**src/rtl/tlb_walk_ctrl.sv**
```systemverilog
// Shared iTLB/dTLB miss walker: round-robin grant, single PTE read, fill or fault pulse.
// States: IDLE wait for miss | REQ PTE read pending | WAIT await PTE | RESP emit pulse | DRAIN discard flushed rsp
module tlb_walk_ctrl #(
  parameter int VPN_WIDTH = 20,
  parameter int PPN_WIDTH = 8,
  parameter int CNT_WIDTH = 16
) (
  input  logic                 clock,
  input  logic                 reset,
  input  logic [31:0]          ptbr,
  input  logic                 flush,
  input  logic                 itlb_miss_valid,
  input  logic [31:0]          itlb_miss_vaddr,
  input  logic                 dtlb_miss_valid,
  input  logic [31:0]          dtlb_miss_vaddr,
  output logic                 itlb_fill,
  output logic                 dtlb_fill,
  output logic [52:0]          fill_info,
  output logic                 itlb_fault,
  output logic                 dtlb_fault,
  output logic                 mem_req_valid,
  output logic [31:0]          mem_req_addr,
  input  logic                 mem_req_ready,
  input  logic                 mem_rsp_valid,
  input  logic [31:0]          mem_rsp_data,
  output logic                 busy,
  output logic [CNT_WIDTH-1:0] walk_count
);

  typedef enum logic [2:0] {IDLE, REQ, WAIT, RESP, DRAIN} state_t;

  state_t                 state;
  logic                   last_d;
  logic                   side_d;
  logic [VPN_WIDTH-1:0]   vpn;
  logic                   pte_valid;
  logic                   pte_write;
  logic [PPN_WIDTH-1:0]   pte_ppn;
  logic                   grant_d;
  logic [VPN_WIDTH-1:0]   grant_vpn;
  logic                   unused_bits;

  // dTLB wins only when it is alone or the iTLB had the previous grant
  assign grant_d   = dtlb_miss_valid && (!itlb_miss_valid || !last_d);
  assign grant_vpn = grant_d ? dtlb_miss_vaddr[31:32-VPN_WIDTH] : itlb_miss_vaddr[31:32-VPN_WIDTH];
  assign busy      = (state != IDLE);
  assign unused_bits = ^{itlb_miss_vaddr[31-VPN_WIDTH:0], dtlb_miss_vaddr[31-VPN_WIDTH:0],
                         mem_rsp_data[29:PPN_WIDTH]};

  always_ff @(posedge clock or posedge reset) begin
    if (reset) begin
      state         <= IDLE;
      last_d        <= 1'b1;
      side_d        <= 1'b0;
      vpn           <= '0;
      pte_valid     <= 1'b0;
      pte_write     <= 1'b0;
      pte_ppn       <= '0;
      mem_req_valid <= 1'b0;
      mem_req_addr  <= '0;
      itlb_fill     <= 1'b0;
      dtlb_fill     <= 1'b0;
      itlb_fault    <= 1'b0;
      dtlb_fault    <= 1'b0;
      fill_info     <= '0;
      walk_count    <= '0;
    end else begin
      itlb_fill  <= 1'b0;
      dtlb_fill  <= 1'b0;
      itlb_fault <= 1'b0;
      dtlb_fault <= 1'b0;
      case (state)
        IDLE: begin
          if (!flush && (itlb_miss_valid || dtlb_miss_valid)) begin
            side_d        <= grant_d;
            last_d        <= grant_d;
            vpn           <= grant_vpn;
            mem_req_addr  <= ptbr + 32'({grant_vpn, 2'b00});
            mem_req_valid <= 1'b1;
            state         <= REQ;
          end
        end
        REQ: begin
          // a completed handshake must have its response drained even under flush
          if (mem_req_ready) begin
            mem_req_valid <= 1'b0;
            state         <= flush ? DRAIN : WAIT;
          end else if (flush) begin
            mem_req_valid <= 1'b0;
            state         <= IDLE;
          end
        end
        WAIT: begin
          if (mem_rsp_valid) begin
            pte_valid <= mem_rsp_data[31];
            pte_write <= mem_rsp_data[30];
            pte_ppn   <= mem_rsp_data[PPN_WIDTH-1:0];
            state     <= flush ? IDLE : RESP;
          end else if (flush) begin
            state <= DRAIN;
          end
        end
        RESP: begin
          if (pte_valid) begin
            itlb_fill <= !side_d;
            dtlb_fill <= side_d;
            fill_info <= {vpn, 12'b0, pte_ppn, 12'b0, pte_write};
          end else begin
            itlb_fault <= !side_d;
            dtlb_fault <= side_d;
            fill_info  <= '0;
          end
          if (walk_count != '1) walk_count <= walk_count + CNT_WIDTH'(1);
          state <= IDLE;
        end
        DRAIN: begin
          if (mem_rsp_valid) state <= IDLE;
        end
        default: state <= IDLE;
      endcase
    end
  end

endmodule

```
**config.mk**
```make
export PLATFORM = sky130hd
export DESIGN_NAME = tlb_walk_ctrl
export DESIGN_NICKNAME = d
export VERILOG_FILES = /design/src/rtl/tlb_walk_ctrl.sv
export SDC_FILE = /design/constraint.sdc
export NUM_CORES = 1
export LEC_CHECK = 0
export ABC_AREA = 1
export BUFFER_PORTS_ARGS = -buffer_cell sky130_fd_sc_hd__buf_2
export CELL_PAD_IN_SITES_DETAIL_PLACEMENT = 0
export CELL_PAD_IN_SITES_GLOBAL_PLACEMENT = 1
export CORE_AREA = 4 4 196 103
export DETAILED_ROUTE_END_ITERATION = 10
export DIE_AREA = 0 0 200 107
export GPL_TIMING_DRIVEN = 0
export PLACE_DENSITY = 0.83
export SLEW_MARGIN = 10
export SYNTH_ARGS = -nofsm -noshare
export SYNTH_HDL_FRONTEND = slang
export SYNTH_SLANG_ARGS = --single-unit
```
**constraint.sdc**
```tcl
create_clock -name clock -period 8 [get_ports clock]
set_clock_uncertainty 0.15 [all_clocks]
set_input_delay 0.8 -clock clock [delete_from_list [all_inputs] [get_ports clock]]
set_output_delay 0.8 -clock clock [all_outputs]
set_load 0.05 [all_outputs]
```
Word level (Yosys, flattened, before mapping)
Index checks and enable logic that the tools add are counted.

storage, ports and cells
  output and inout port bits = 107
  logic and storage cells = 65
  input bits = 135
  register bits after elaboration = 141

operators by class
  reduce and logical (&&, ||, !) cells = 16
  muxes and demuxes = 23
  add/subtract/negate cells = 2
  equal/unequal tests = 9

operators by type and width
  kind                                                  count
  two-way mux 53 bit                                    1
  adder 32 x 22 -> 32 bit                               1
  two-way mux 3 bit                                     7
  two-way mux 20 bit                                    1
  adder 16 x 1 -> 16 bit (second input constant)        1
  != test 16 bit (second input constant)                1
  one-hot mux 3 bit (4 select lines)                    1
  two-way mux 1 bit                                     11
  equality test 3 x 2 -> 1 bit (second input constant)  2
  != test 3 bit (second input constant)                 2
  AND reduction 2 bit                                   3
  logical NOT 1 bit                                     4
  != test 2 bit (second input constant)                 2
  AND reduction 4 bit                                   1
  equality test 3 x 1 -> 1 bit (second input constant)  1
  equality test 3 bit (second input constant)           1
  logical NOT 3 bit                                     1
  AND reduction 3 bit                                   1
  nonzero test 3 bit                                    1
  logical AND 1 bit                                     2
  logical OR 1 bit                                      2
  two-way mux 2 bit                                     1
  one-hot mux 1 bit (2 select lines)                    1
  nonzero test 2 bit                                    1

Longest topological paths before layout
  depth in word-level cells = 5
  gate-level depth with buffers = 18

Worst setup path before layout
OpenSTA, ideal clock, no wires.

  path kind = input to register
  from = input itlb_miss_valid
  to = register mem_req_addr[18]
  stages on the path = 17
  buffers on the path = 1
  arrival time = 2.766 ns
  slack = 4.966 ns
  setup time = 0.118 ns
  cells stage by stage = nand2_1 > nand2_1 > inv_1 > clkbuf_1 > nand2_1 > nand2_1 > ha_1 > fa_1 > nand3_1 > nand3_1 > nand2_1 > nand2_1 > nand2_1 > nand2_1 > or2_2 > nand3_1 > nand2_1

between the ends
  cells in the longest elaborated chain, start to end = 5
  elaborated cells between the ends (all ways) = 8
  classes of those cells = add/sub (1); mux (1); reduce/logical (6)

RTL lines
  element                  line  text
  start: declaration       12    input logic itlb_miss_valid,
  logical NOT 1 bit        44    assign grant_d = dtlb_miss_valid && (!itlb_miss_valid || !last_d);
  logical OR 1 bit         44
  logical AND 1 bit        44
  two-way mux 20 bit       45    assign grant_vpn = grant_d ? dtlb_miss_vaddr[31:32-VPN_WIDTH] : itlb_miss_vaddr[31:32-VPN_WIDTH];
  named net grant_vpn[0]   40    logic [VPN_WIDTH-1:0] grant_vpn;
  adder 32 x 22 -> 32 bit  78    mem_req_addr <= ptbr + 32'({grant_vpn, 2'b00});
  end signal: assignment   78
  end: declaration         22    output logic [31:0] mem_req_addr,

The timed path passes the listed nets, and every way through them passes these cells.
A chain may end at the register's enable or synchronous reset.

Final worst setup path
  from = register last_d
  to = register mem_req_addr[18]

between the ends
  cells in the longest elaborated chain, start to end = 5

RTL lines
  element                   line  text
  start: declaration        33    logic last_d;
  start signal: assignment  76    last_d <= grant_d;
  logical NOT 1 bit         44
  logical OR 1 bit          44
  logical AND 1 bit         44
  two-way mux 20 bit        45
  named net grant_vpn[0]    40
  adder 32 x 22 -> 32 bit   78

The timed path passes the listed nets, and every way through them passes these cells.

==> impl_metrics.toml <==
[outcome]
status = "finished clean"

[setup_path]
crit-reg2reg-capture = "mem_req_addr[18]"
cpPeakStageDelay_ps = 530
slowest_stage = "dfstp_2"
cp_cell_sequence = "nand2_1 > nand2_1 > inv_1 > clkbuf_1 > nand2_1 > nand2_1 > ha_1 > fa_1 > nand3_1 > nand3_1 > nand2_1 > nand2_1 > nand2_1 > nand2_1 > or2_2 > nand3_1 > nand2_1"
worstSetupStartpointType = "flop"
cp.arrival_ps = 3450
cp_common_cell = "nand2_1"
r2r_slack_ps = 4700
r2r-start = "last_d"
end_kind = "flop"
worst_ep_required_time_ps = 8150
path_max_fanout = 10
rr_worst_depth = 17
critPathKind = "reg -> reg"

[placement]
place_hpwl_mm = 16.4
gp_congestion = 0.856
io_buffer_count = 171

[clocking]
cts_sinks = 117
htreeDepth = 4
numCtsBuffers = 17
clock_latency_ps = 420
post_cts_resized = 0
cts_setup_buffers = 0
cts-root-buf = "clkbuf_16"
postCtsHoldBufs = 0
cts_tree = "built"
clockBufferDepth = 2
clkTransAtPathRegs_ps = 60

[route]
first_pass_iters = 5
drc = 0
drt_iter0_drc = 296
wl_per_cell_microns = 14.4
antenna_left = 0
wl_mm = 20.6
vias = 6633
viasPerCell = 4.62

[synth]
netlist_instances = 969
synth_cell_types = 35
synth_seq_cells = 117
yosysTopAreaCell = "dfrtp_1"
seq_area_frac_synth = 0.423
netlist_area_sq_mm = 0.00692
yosysTopAreaCellShare = 0.419
synth.top_cells.by_area = "dfrtp_1, nand2_1, inv_1"
synth_ff_type = "dfrtp_1"
synthArstFlopShare = 1.00
syn_avg_cell_area_sq_um = 7.14
yosysWarnings = 0
synth_edf_count = 0

[global_routing]
antenna_found_initial = 0
grt.total_usage = 0.193
grt_pass1_wl_mm = 32.6
first_global_vias = 6383
overflow = 0
grt_max_degree = 88

[die]
start_util = 0.379
die_y_microns = 107
num_rows = 35
core_sq_mm = 0.0183
die_x_microns = 200
io-pin-count = 242
die_area_sq_mm = 0.0214

[pwr]
p_leak_nw = 4.97
total_power_mw = 3.08
p_per_area_mw_per_mm2 = 349
ir_drop_mv = 0.154

[sta]
hold_violations = 0
final-setup-viol-count = 0
drv_slew = 0
fmax_mhz = 303
tightest_slew_ps = 532
final.setup.tns_ps = 0
slew_headroom = 0.646
fin_crit_sh = 0.413
fin_crit_ps = 3300
holdWs_ps = 201
rsz0062_at_grt = "false"

[cells_and_area]
area_growth_pct = 27.2
fill_cells = 1858
seqCellArea_sq_mm = 0.00293
multiInputGateArea_sq_mm = 0.00334
drive_above_1_share = 0.214
nets = 1340
finish.utilization = 0.482
diodes = 0

[flow_run]
drv_cap = 0

[min_path]
hp-class = "in -> async"
[cell families (layout without fill, tap and decap cells)]
logic type / after synthesis / in the layout / synth area share
AO/OA/AOI/OAI: 83 / 83 / 0.0680
XOR/XNOR: 25 / 25 / 0.0327
flip-flops: 117 / 117 / 0.423
other: 1 / 24 / 0.000542
adder cells (fa/ha/maj): 22 / 22 / 0.0409
AND/OR/NAND/NOR: 552 / 552 / 0.327
buffers and inverters: 169 / 373 / 0.107
[power by group]
part           switching [mW]  total, mW  internal, mW
combinational            1.04       1.38         0.339
clock                   0.307      0.782         0.475
sequential              0.110      0.916         0.806
[worst max-delay path by stage]
stage / from / endpoint / slack [ps]
after floorplan: reset / dtlb_fault / 3950
after global placement: reset / mem_req_addr[23] / 2430
after detailed placement: itlb_miss_valid / mem_req_addr[18] / 4360
after CTS: last_d / mem_req_addr[18] / 4690
after global routing: last_d / mem_req_addr[18] / 4430
final: last_d / mem_req_addr[18] / 4700
[cells in the mapped netlist, types with 2 or more instances]
library cell and n:
nand2_1 402, inv_1 117, dfrtp_1 116, nand3_1 54
nor2_1 53, o21ai_0 42, buf_4 24, ha_1 21
o31ai_1 19, clkbuf_1 16, nor3_1 16, xnor2_1 16
a21oi_1 12, buf_2 8, nand4_1 8, xor2_1 8
o21ai_1 6, nand2_2 5, nand3b_1 5, nor2_4 4
a31oi_1 2, inv_2 2
[final cells by class]
cell class,instances,area share
plain buffers,49,0.0331
clock buffers,18,0.0499
clock inverters,14,0.0188
inverters,120,0.0518
multi-input cells,706,0.379
flip-flops and latches,117,0.333
well taps,240,0.0341
repair buffers,172,0.100
[critical path: cells and delay by family (launching register included)]
kind | cells | cell delay (ps)
AND/OR/NAND/NOR | 13 | 1440
adder cells (fa/ha/maj) | 2 | 750
flip-flops | 1 | 530
buffers and inverters | 2 | 320
[sequential cells by signal (all words and copies together) (netlist names)]
register and flops:
mem_req_valid 1, pte_write 1, dtlb_fill 1, last_d 1, itlb_fill 1, side_d 1, fill_info 29, state 3
pte_ppn 8, itlb_fault 1, dtlb_fault 1, mem_req_addr 32, pte_valid 1, walk_count 16, vpn 20
[layout by cell type, fill, tap and decap left out, types with 2 or more instances in the layout]
| cell | synthesis | final |
|---|---|---|
| clkbuf_1 | 16 | 16 |
| clkinvlp_4 | 0 | 4 |
| nand4_1 | 8 | 8 |
| nor2_4 | 4 | 4 |
| bufinv_16 | 0 | 2 |
| nand2_2 | 5 | 5 |
| dfrtp_1 | 116 | 116 |
| o31ai_1 | 19 | 19 |
| inv_8 | 0 | 2 |
| nand2_1 | 402 | 402 |
| conb_1 | 1 | 24 |
| inv_6 | 0 | 5 |
| buf_4 | 24 | 24 |
| a21oi_1 | 12 | 12 |
| xnor2_1 | 16 | 16 |
| nor2_1 | 53 | 53 |
| o21ai_1 | 6 | 6 |
| nand3_1 | 54 | 54 |
| clkbuf_16 | 0 | 17 |
| inv_1 | 117 | 116 |
| nand3b_1 | 5 | 5 |
| inv_2 | 2 | 2 |
| xor2_1 | 8 | 8 |
| clkinv_4 | 0 | 2 |
| a31oi_1 | 2 | 2 |
| ha_1 | 21 | 21 |
| o21ai_0 | 42 | 42 |
| nor3_1 | 16 | 16 |
| buf_2 | 8 | 179 |
[routing by layer]
layer	up-vias	track usage	part of all wire	wire (microns)
met3	19	0.0462	0.051	1040
met5	-	0	0	0
li1	3405	-	-	-
met1	3074	0.265	0.47	9740
met4	0	0.0388	0.011	228
met2	135	0.314	0.47	9600
[metrics by stage]
step / instances / setup slack (ps) / area, sq um
2_1_floorplan: 992 / 3950 / 7010
6_report: 1436 / 4700 / 8800
4_1_cts: 1436 / 4690 / 8800
3_3_place_gp: 1403 / 2430 / 8160
5_1_grt: 1436 / 4430 / 8800
3_5_place_dp: 1404 / 4360 / 8200
No activity file was read; power rests on OpenSTA's default activity.
